[src/rtl/pwm_fre_sweep_ctrl.sv]
// Linear frequency sweep sequencer that drives the PWM generator's fre word.
// Define PWM_SWEEP_TRIANGLE_EN to add dir_tri for an up-then-down (triangle) sweep.
module pwm_fre_sweep_ctrl #(
    parameter int FRE_W   = 20,
    parameter int DWELL_W = 16,
    parameter int CNT_W   = 12
) (
    input  logic               clk,
    input  logic               rst_n,
    input  logic               start,
    input  logic               stop,
    input  logic               loop_en,
    input  logic [FRE_W-1:0]   fre_start,
    input  logic [FRE_W-1:0]   fre_step,
    input  logic [FRE_W-1:0]   fre_end,
    input  logic [DWELL_W-1:0] dwell_cycles,
`ifdef PWM_SWEEP_TRIANGLE_EN
    input  logic               dir_tri,
`endif
    output logic [FRE_W-1:0]   fre,
    output logic               busy,
    output logic               done,
    output logic [CNT_W-1:0]   step_idx
);

    // STEP is never registered: the step decision is resolved in the DWELL expiry cycle.
    typedef enum logic [1:0] {IDLE, DWELL, STEP, FIN} state_t;

    state_t             state, state_nx;
    logic [FRE_W-1:0]   cfg_start, cfg_step, cfg_end;
    logic [DWELL_W-1:0] cfg_dwell;
    logic               cfg_loop;
    logic               latch;
    logic [DWELL_W-1:0] cnt, cnt_nx;
    logic [FRE_W-1:0]   fre_nx;
    logic               busy_nx, done_nx;
    logic [CNT_W-1:0]   idx_nx, idx_inc;
    logic [FRE_W:0]     up_sum;
    logic               up_end, descending;

    function automatic logic [DWELL_W-1:0] dwell_load(input logic [DWELL_W-1:0] d);
        return (d == '0) ? '0 : d - 1'b1;
    endfunction

    assign up_sum  = {1'b0, fre} + {1'b0, cfg_step};
    assign up_end  = (cfg_step == '0) || up_sum[FRE_W] || (up_sum > {1'b0, cfg_end});
    assign idx_inc = (step_idx == '1) ? step_idx : step_idx + 1'b1;

`ifdef PWM_SWEEP_TRIANGLE_EN
    logic           cfg_tri, down, down_nx;
    logic [FRE_W:0] dn_dif;
    logic           dn_end;

    // A borrow or landing below fre_start ends the descent.
    assign dn_dif     = {1'b0, fre} - {1'b0, cfg_step};
    assign dn_end     = (cfg_step == '0) || dn_dif[FRE_W] || (dn_dif[FRE_W-1:0] < cfg_start);
    assign descending = down;
`else
    assign descending = 1'b0;
`endif

    always_comb begin
        state_nx = state;
        fre_nx   = fre;
        busy_nx  = busy;
        done_nx  = 1'b0;
        idx_nx   = step_idx;
        cnt_nx   = cnt;
        latch    = 1'b0;
`ifdef PWM_SWEEP_TRIANGLE_EN
        down_nx  = down;
`endif
        case (state)
            IDLE, FIN: begin
                state_nx = IDLE;
                if (start) begin
                    latch    = 1'b1;
                    state_nx = DWELL;
                    fre_nx   = fre_start;
                    busy_nx  = 1'b1;
                    idx_nx   = '0;
                    cnt_nx   = dwell_load(dwell_cycles);
`ifdef PWM_SWEEP_TRIANGLE_EN
                    down_nx  = 1'b0;
`endif
                end
            end
            DWELL: begin
                if (cnt != '0) begin
                    cnt_nx = cnt - 1'b1;
                end else if (!descending && !up_end) begin
                    fre_nx = up_sum[FRE_W-1:0];
                    idx_nx = idx_inc;
                    cnt_nx = dwell_load(cfg_dwell);
`ifdef PWM_SWEEP_TRIANGLE_EN
                end else if (cfg_tri && !dn_end) begin
                    down_nx = 1'b1;
                    fre_nx  = dn_dif[FRE_W-1:0];
                    idx_nx  = idx_inc;
                    cnt_nx  = dwell_load(cfg_dwell);
`endif
                end else if (cfg_loop) begin
                    // End of pass in loop mode: restart without a gap cycle.
                    done_nx = 1'b1;
                    fre_nx  = cfg_start;
                    idx_nx  = '0;
                    cnt_nx  = dwell_load(cfg_dwell);
`ifdef PWM_SWEEP_TRIANGLE_EN
                    down_nx = 1'b0;
`endif
                end else begin
                    done_nx  = 1'b1;
                    busy_nx  = 1'b0;
                    state_nx = FIN;
                end
            end
            default: state_nx = IDLE;
        endcase

        if (stop) begin
            state_nx = IDLE;
            fre_nx   = fre;
            busy_nx  = 1'b0;
            done_nx  = 1'b0;
            idx_nx   = step_idx;
            cnt_nx   = cnt;
            latch    = 1'b0;
`ifdef PWM_SWEEP_TRIANGLE_EN
            down_nx  = down;
`endif
        end
    end

    always_ff @(posedge clk or negedge rst_n) begin
        if (!rst_n) begin
            state     <= IDLE;
            fre       <= '0;
            busy      <= 1'b0;
            done      <= 1'b0;
            step_idx  <= '0;
            cnt       <= '0;
            cfg_start <= '0;
            cfg_step  <= '0;
            cfg_end   <= '0;
            cfg_dwell <= '0;
            cfg_loop  <= 1'b0;
`ifdef PWM_SWEEP_TRIANGLE_EN
            cfg_tri   <= 1'b0;
            down      <= 1'b0;
`endif
        end else begin
            state    <= state_nx;
            fre      <= fre_nx;
            busy     <= busy_nx;
            done     <= done_nx;
            step_idx <= idx_nx;
            cnt      <= cnt_nx;
`ifdef PWM_SWEEP_TRIANGLE_EN
            down     <= down_nx;
`endif
            if (latch) begin
                cfg_start <= fre_start;
                cfg_step  <= fre_step;
                cfg_end   <= fre_end;
                cfg_dwell <= dwell_cycles;
                cfg_loop  <= loop_en;
`ifdef PWM_SWEEP_TRIANGLE_EN
                cfg_tri   <= dir_tri;
`endif
            end
        end
    end

endmodule

[config.mk]
export PLATFORM = sky130hd
export DESIGN_NAME = pwm_fre_sweep_ctrl
export DESIGN_NICKNAME = d
export VERILOG_FILES = /design/src/rtl/pwm_fre_sweep_ctrl.sv
export SDC_FILE = /design/constraint.sdc
export NUM_CORES = 1
export LEC_CHECK = 0
export CORE_ASPECT_RATIO = 1.25
export CORE_MARGIN = 10
export CORE_UTILIZATION = 40
export CTS_BUF_LIST = sky130_fd_sc_hd__clkbuf_4 sky130_fd_sc_hd__clkbuf_8
export CTS_CLUSTER_SIZE = 28
export DETAILED_ROUTE_END_ITERATION = 8
export GPL_TIMING_DRIVEN = 0
export SETUP_SLACK_MARGIN = 0.5
export SYNTH_ARGS = -nofsm -noshare
export SYNTH_HDL_FRONTEND = slang
export SYNTH_SLANG_ARGS = --single-unit
[constraint.sdc]
create_clock -name clk -period 8.45 [get_ports clk]
set_input_delay 2.535 -clock clk [delete_from_list [all_inputs] [get_ports clk]]
set_output_delay 2.535 -clock clk [all_outputs]
set_load 0.05 [all_outputs]
Yosys cells after proc, flatten, opt, wreduce, memory -nomap -nowiden
Cells that the tools add are included.
W data, S select, Z words.
{ "totals": {"reg_bits": 129, "in_bits": 81, "output_inout_bits": 34, "wordCells": 82} }
{ "op_classes": {"addsub": 5, "magnitude_cmp": 1, "eq_ne": 12, "mux": 37, "n_bitwise": 1, "n_reduce_logical": 15} }
{ "ops": {"columns": ["op", "count"], "rows": [
  ["$mux W16", 6],
  ["$mux W20", 4],
  ["$mux W12", 5],
  ["$sub A16 B1 Y16 const B", 3],
  ["$pmux W20 S2", 1],
  ["$logic_not A16 Y1", 2],
  ["$pmux W16 S2", 1],
  ["$pmux W12 S2", 1],
  ["$add A20 B20 Y21", 1],
  ["$gt A21 B20 Y1", 1],
  ["$logic_not A20 Y1", 1],
  ["$ne A3 B3 Y1 const B", 6],
  ["$reduce_bool A16 Y1", 1],
  ["$mux W1", 13],
  ["$add A12 B1 Y12 const B", 1],
  ["$eq A12 B12 Y1 const B", 1],
  ["$reduce_and A5 Y1", 2],
  ["$mux W2", 4],
  ["$reduce_and A6 Y1", 1],
  ["$ne A2 B2 Y1 const B", 2],
  ["$ne A4 B4 Y1 const B", 1],
  ["$pmux W2 S2", 1],
  ["$reduce_and A4 Y1", 1],
  ["$reduce_and A3 Y1", 1],
  ["9 further kinds", 10]
]} }

Logic depth before layout (Yosys ltp)
{ "depth": {"ltp_word": 7, "mapped_depth": 19, "ltp_nobuf": 18} }

Least setup slack after synthesis
OpenSTA, ideal clock, no wires.
{ "synth_timing": {"path_kind": "register -> register", "from": "register fre[1]", "to": "register fre[10]", "setup_time_ps": 125, "arrival_ps": 4382, "t_required_ps": 8325, "slack_ps": 3943, "stages_incl_launch_ff": 18, "path_buffers": 1, "period_less_slack_ps": 4507, "path_cell_list": "dfrtp_1 > ha_1 > a211oi_1 > o21bai_1 > a2111oi_0 > o21ai_0 > a211oi_1 > xnor2_1 > ha_1 > o21ai_0 > nor2_1 > nor3_1 > o2111a_1 > o21a_2 > a21oi_4 > nor2_4 > buf_6 > mux2_2"} }
{ "synth_between": {"elab_chain_len": 6, "elab_cells_between_ends": 9, "classes_between": "add/sub: 1; order compare: 1; eq/ne: 1; mux: 3; reduce/logical: 3"} }
{ "synth_lines": {"columns": ["item", "line", "source"], "rows": [
  ["from (decl)", "20", "output logic [FRE_W-1:0] fre,"],
  ["from (signal assigned)", "153", "fre <= fre_nx;"],
  ["$add A20 B20 Y21 *", "45", "assign up_sum = {1'b0, fre} + {1'b0, cfg_step};"],
  ["$gt A21 B20 Y1 / $logic_or A1 B1 Y1 (equally long branches)", "46", "assign up_end = (cfg_step == '0) || up_sum[FRE_W] || (up_sum > {1'b0, cfg_end});"],
  ["$logic_or A1 B1 Y1", "46", null],
  ["$mux W20", "91", "end else if (!descending && !up_end) begin"],
  ["$mux W20", "89", "if (cnt != '0) begin"],
  ["$pmux W20 S2", "73", "case (state)"]
]} }
Every way passes the cells marked *; elsewhere a longest branch is shown, timed or not. The select of a mux whose other input is x is not followed.
A chain may end at the register's enable or synchronous reset.

Worst setup path in the final report
{ "layout_timing": {"from": "register fre[1]", "to": "register fre[2]"} }
Same word-level chain as after synthesis.

==> summary.md <==
| Metric | Value |
|---|---|
| Max-cap check violation count | 0 |
| Internal reg-to-reg setup slack | 2.74 ns |
| Post-synthesis cell area | 8302 sq um |
| Yosys top cell area share | 38.88% |
| Clock Skews | between 0.01 and 0.015 ns |
| Non-filler cells, final | 1265 |
| Vias in the first global route | 7315 |
| Setup crit start kind | flop |
| H-tree depth | 4 |
| Hold buffer count at CTS | 0 |
| Core area | 20250 sq um |
| First-pass GRT wire length | 39210 microns |
| Nets | 1112 |
| CP bufs+invs | 1 |
| Area delta synth->final | 23.18% |
| CTS Root Cell | clkbuf_8 |
| Final hold vios | 0 |
| Post-synth top area cell | dfrtp_1 |
| Cell row count | 58 |
| Top Family by Delay on Critical Path | compound AO/OA/AOI/OAI gates |
| Post-route DRC | 0 |
| Hold path depth | 1 |
| I/O pin total | 115 |
| RePlAce Congestion | approximately 0.9 |
| Critical path cell sequence | ha_1 -> a211oi_1 -> o21bai_1 -> a2111oi_0 -> o21ai_0 -> a211oi_1 -> xnor2_1 -> ha_1 -> o21ai_0 -> nor2_1 -> nor3_1 -> a221o_1 -> o21ai_1 -> clkbuf_1 -> nor3_1 -> o31ai_1 -> mux2_2 |
| Unrepaired setup endpoints after global routing | no |
| HPWL Detailed | 18920 microns |
| Antenna Nets Post-Route | 0 |
| CP endpoint kind | flop |
| Pwr dens | 340.0 nW/um^2 |
| Final Cell Area | 10230 sq um |
| Multi-input gate area | 4756 sq um |
| CTS resizes | 0 |
| R2r endpoint | fre[2] |
| FF-to-FF Start | fre[1] |
| Final wirelength | 24370 microns |
| WS Path Type | reg -> reg |
| WL per Instance | 19.26 microns |
| WP data required | 8.83 ns |
| Initial antenna violation count | 0 |
| Hold_sp | cfg_start[4] |
| Synth async-reset ratio | 100.0% |
| Final period util | 67.61% |
| Register area share after synthesis | approximately two fifths |
| Clk slew on worst S/H paths | approximately 0.08 ns |
| Ant. Diodes | 0 |
| Share of cells above drive strength 1 | 16.28% |
| Clk_lat worst skew | 0.45 ns |
| DR vias | 7029 |
| Total track usage | 18.28% |
| Yosys reg bits | 129 |
| Die Y | 181.1 microns |
| Worst Hold Path EP | cfg_start[4] |
| # setup viols final | 0 |
| Power Total | 3.477 mW |
| Period minus WS final | 5.713 ns |
| Syn. warnings | 0 |
| Number of enable flip-flop cells after synthesis | 0 |
| Final Slew Violations | 0 |
| Hold crit path type | reg -> reg |
| Pre-antenna DRT Iters | 5 |
| Synthesized Nets | 978 |
| Register Area | 3228 sq um |
| Peak Freq | 0.1750 GHz |
| Port Buffers | between 100 and 150 |
| Overflow after GRT | 0 |
| R2R depth | 17 |
| Worst-case clock buffer depth | 2 |
| Slowest stage cell on the critical path | a2111oi_0 |
| Slew @ Worst Pin | approximately 0.9 ns |
| Synthesized area per cell | about 9.8 sq um |
| Initial core utilization | 41.00% |
| Fill cell count | 1891 |
| Placement Cell Area | just under 10000 sq um |
| Die ar. | around 27000 sq um |
| Via density | 5.557 |
| Lkg Pwr | 4.207 nW |
| CP Max Fanout | 10 |
| Die Span X | 148.9 microns |
| Setup bufs post-CTS | 0 |
| DRT iter0 DRCs | 419 |
| Mapped Cells | 849 |
| Worst IR Drop VDD | 0.0002042 V |
| Largest net degree at the start of global routing | a little under 70 |
| Status | complete, no violations |
| Synth top area cells | dfrtp_1 39%, mux2_2 13%, ha_1 7.1% |
| Worst EP arrival | 6.10 ns |
| Max stage delay on crit path | 0.85 ns |
| CTS tree | yes |
| TritonCTS Buffers | 17 |
| Min Hold Slack | approximately 0.50 ns |
| Netlist cell types | 75 |
| Ys flop type | dfrtp_1 |
| Sink Count | between 100 and 150 |
| Post-Place Cells | 1234 |
| Max transition margin | between 30% and 40% |
-- flip-flops by register name (all words and copies together), names as in the netlist --
register   cells
cnt           16
done           1
cfg_start     20
cfg_dwell     16
state          2
step_idx      12
fre           20
cfg_end       20
cfg_step      20
busy           1
cfg_loop       1
-- power breakdown --
part | internal, mW | switching, mW
registers | 0.751 | 0.131
clock network | 0.315 | 0.258
logic | 0.791 | 1.23
total | 1.86 | 1.62
-- final cells by class --
type                            instances  area share [%]
Multi-Input combinational cell        645           46.51
Inverter                               39           1.432
Timing Repair Buffer                  115           11.44
Clock inverter                         10           1.309
Buffer                                 36           1.676
Tap cell                              270           3.304
Sequential cell                       129           31.57
Clock buffer                           21           2.765
-- metal layers --
layer	vias to the layer above	global-route usage, %	part of all wire, %
met5	-	0	0
met4	0	6.056	2.1
met3	29	3.325	3.7
met2	155	32.62	53
met1	3461	21.38	42
li1	3384	-	-
-- Yosys cell counts, types with 3 or more instances --
| cell type | instances |
|---|---|
| or4_1 | 3 |
| nand2_1 | 51 |
| dfrtp_1 | 129 |
| o21ai_0 | 54 |
| nand2b_1 | 12 |
| nor3_1 | 28 |
| nand3b_1 | 3 |
| and4_1 | 4 |
| a21oi_1 | 40 |
| ha_1 | 47 |
| a21o_1 | 5 |
| or2_2 | 3 |
| nor2_1 | 61 |
| a211oi_1 | 14 |
| mux2i_1 | 3 |
| nand3_1 | 29 |
| xor2_1 | 26 |
| and2_1 | 3 |
| o31ai_1 | 12 |
| mux2_2 | 94 |
| or3_1 | 7 |
| o21ai_1 | 13 |
| nand4_1 | 8 |
| inv_1 | 39 |
| o22ai_1 | 3 |
| o21a_1 | 3 |
| nor4_1 | 15 |
| nor4b_1 | 3 |
| buf_4 | 3 |
| a22oi_1 | 5 |
| buf_2 | 8 |
| a22o_1 | 3 |
| a31oi_1 | 18 |
| clkbuf_1 | 22 |
| xnor2_1 | 26 |
-- cells in the final DEF (no fill, tap or decap), types with 28 or more instances in the layout --
cell | Yosys | routed
nor2_1 | 61 | 61
nor3_1 | 28 | 28
o21ai_0 | 54 | 54
mux2_2 | 94 | 94
inv_1 | 39 | 39
a21oi_1 | 40 | 40
dfrtp_1 | 129 | 129
nand2_1 | 51 | 51
nand3_1 | 29 | 29
clkdlybuf4s50_1 | 0 | 113
ha_1 | 47 | 47
-- stage by stage --
stage               setup WS (ns)  TNS (ns)  utilization, %
floorplan                   3.943         0               -
global route                2.356         0           50.51
CTS                         2.796         0           50.51
detailed placement          2.842         0           48.45
finish                      2.737         0           50.51
global placement          -0.5695    -71.98           48.31
-- worst max path at each step --
| stage | startpoint | to | slack, ns | depth (start not counted) |
|---|---|---|---|---|
| after global routing | fre[1] | fre[2] | 2.36 | 17 |
| after detailed placement | fre[1] | fre[2] | 2.84 | 17 |
| after global placement | rst_n | cfg_step[11] | -0.57 | 1 |
| after CTS | fre[1] | fre[2] | 2.80 | 17 |
| after floorplan | fre[1] | fre[10] | 3.94 | 17 |
| final | fre[1] | fre[2] | 2.74 | 17 |
-- cell families after synthesis --
kind of cell | share of synthesized area, %
flip-flops | 38.88
buffers and inverters | 3.828
multiplexers | 13.11
adder cells (fa/ha/maj) | 7.325
XOR/XNOR | 5.486
AND/OR/NAND/NOR | 15.31
AO/OA/AOI/OAI | 16.05
Power figures use the tool's default switching activity.
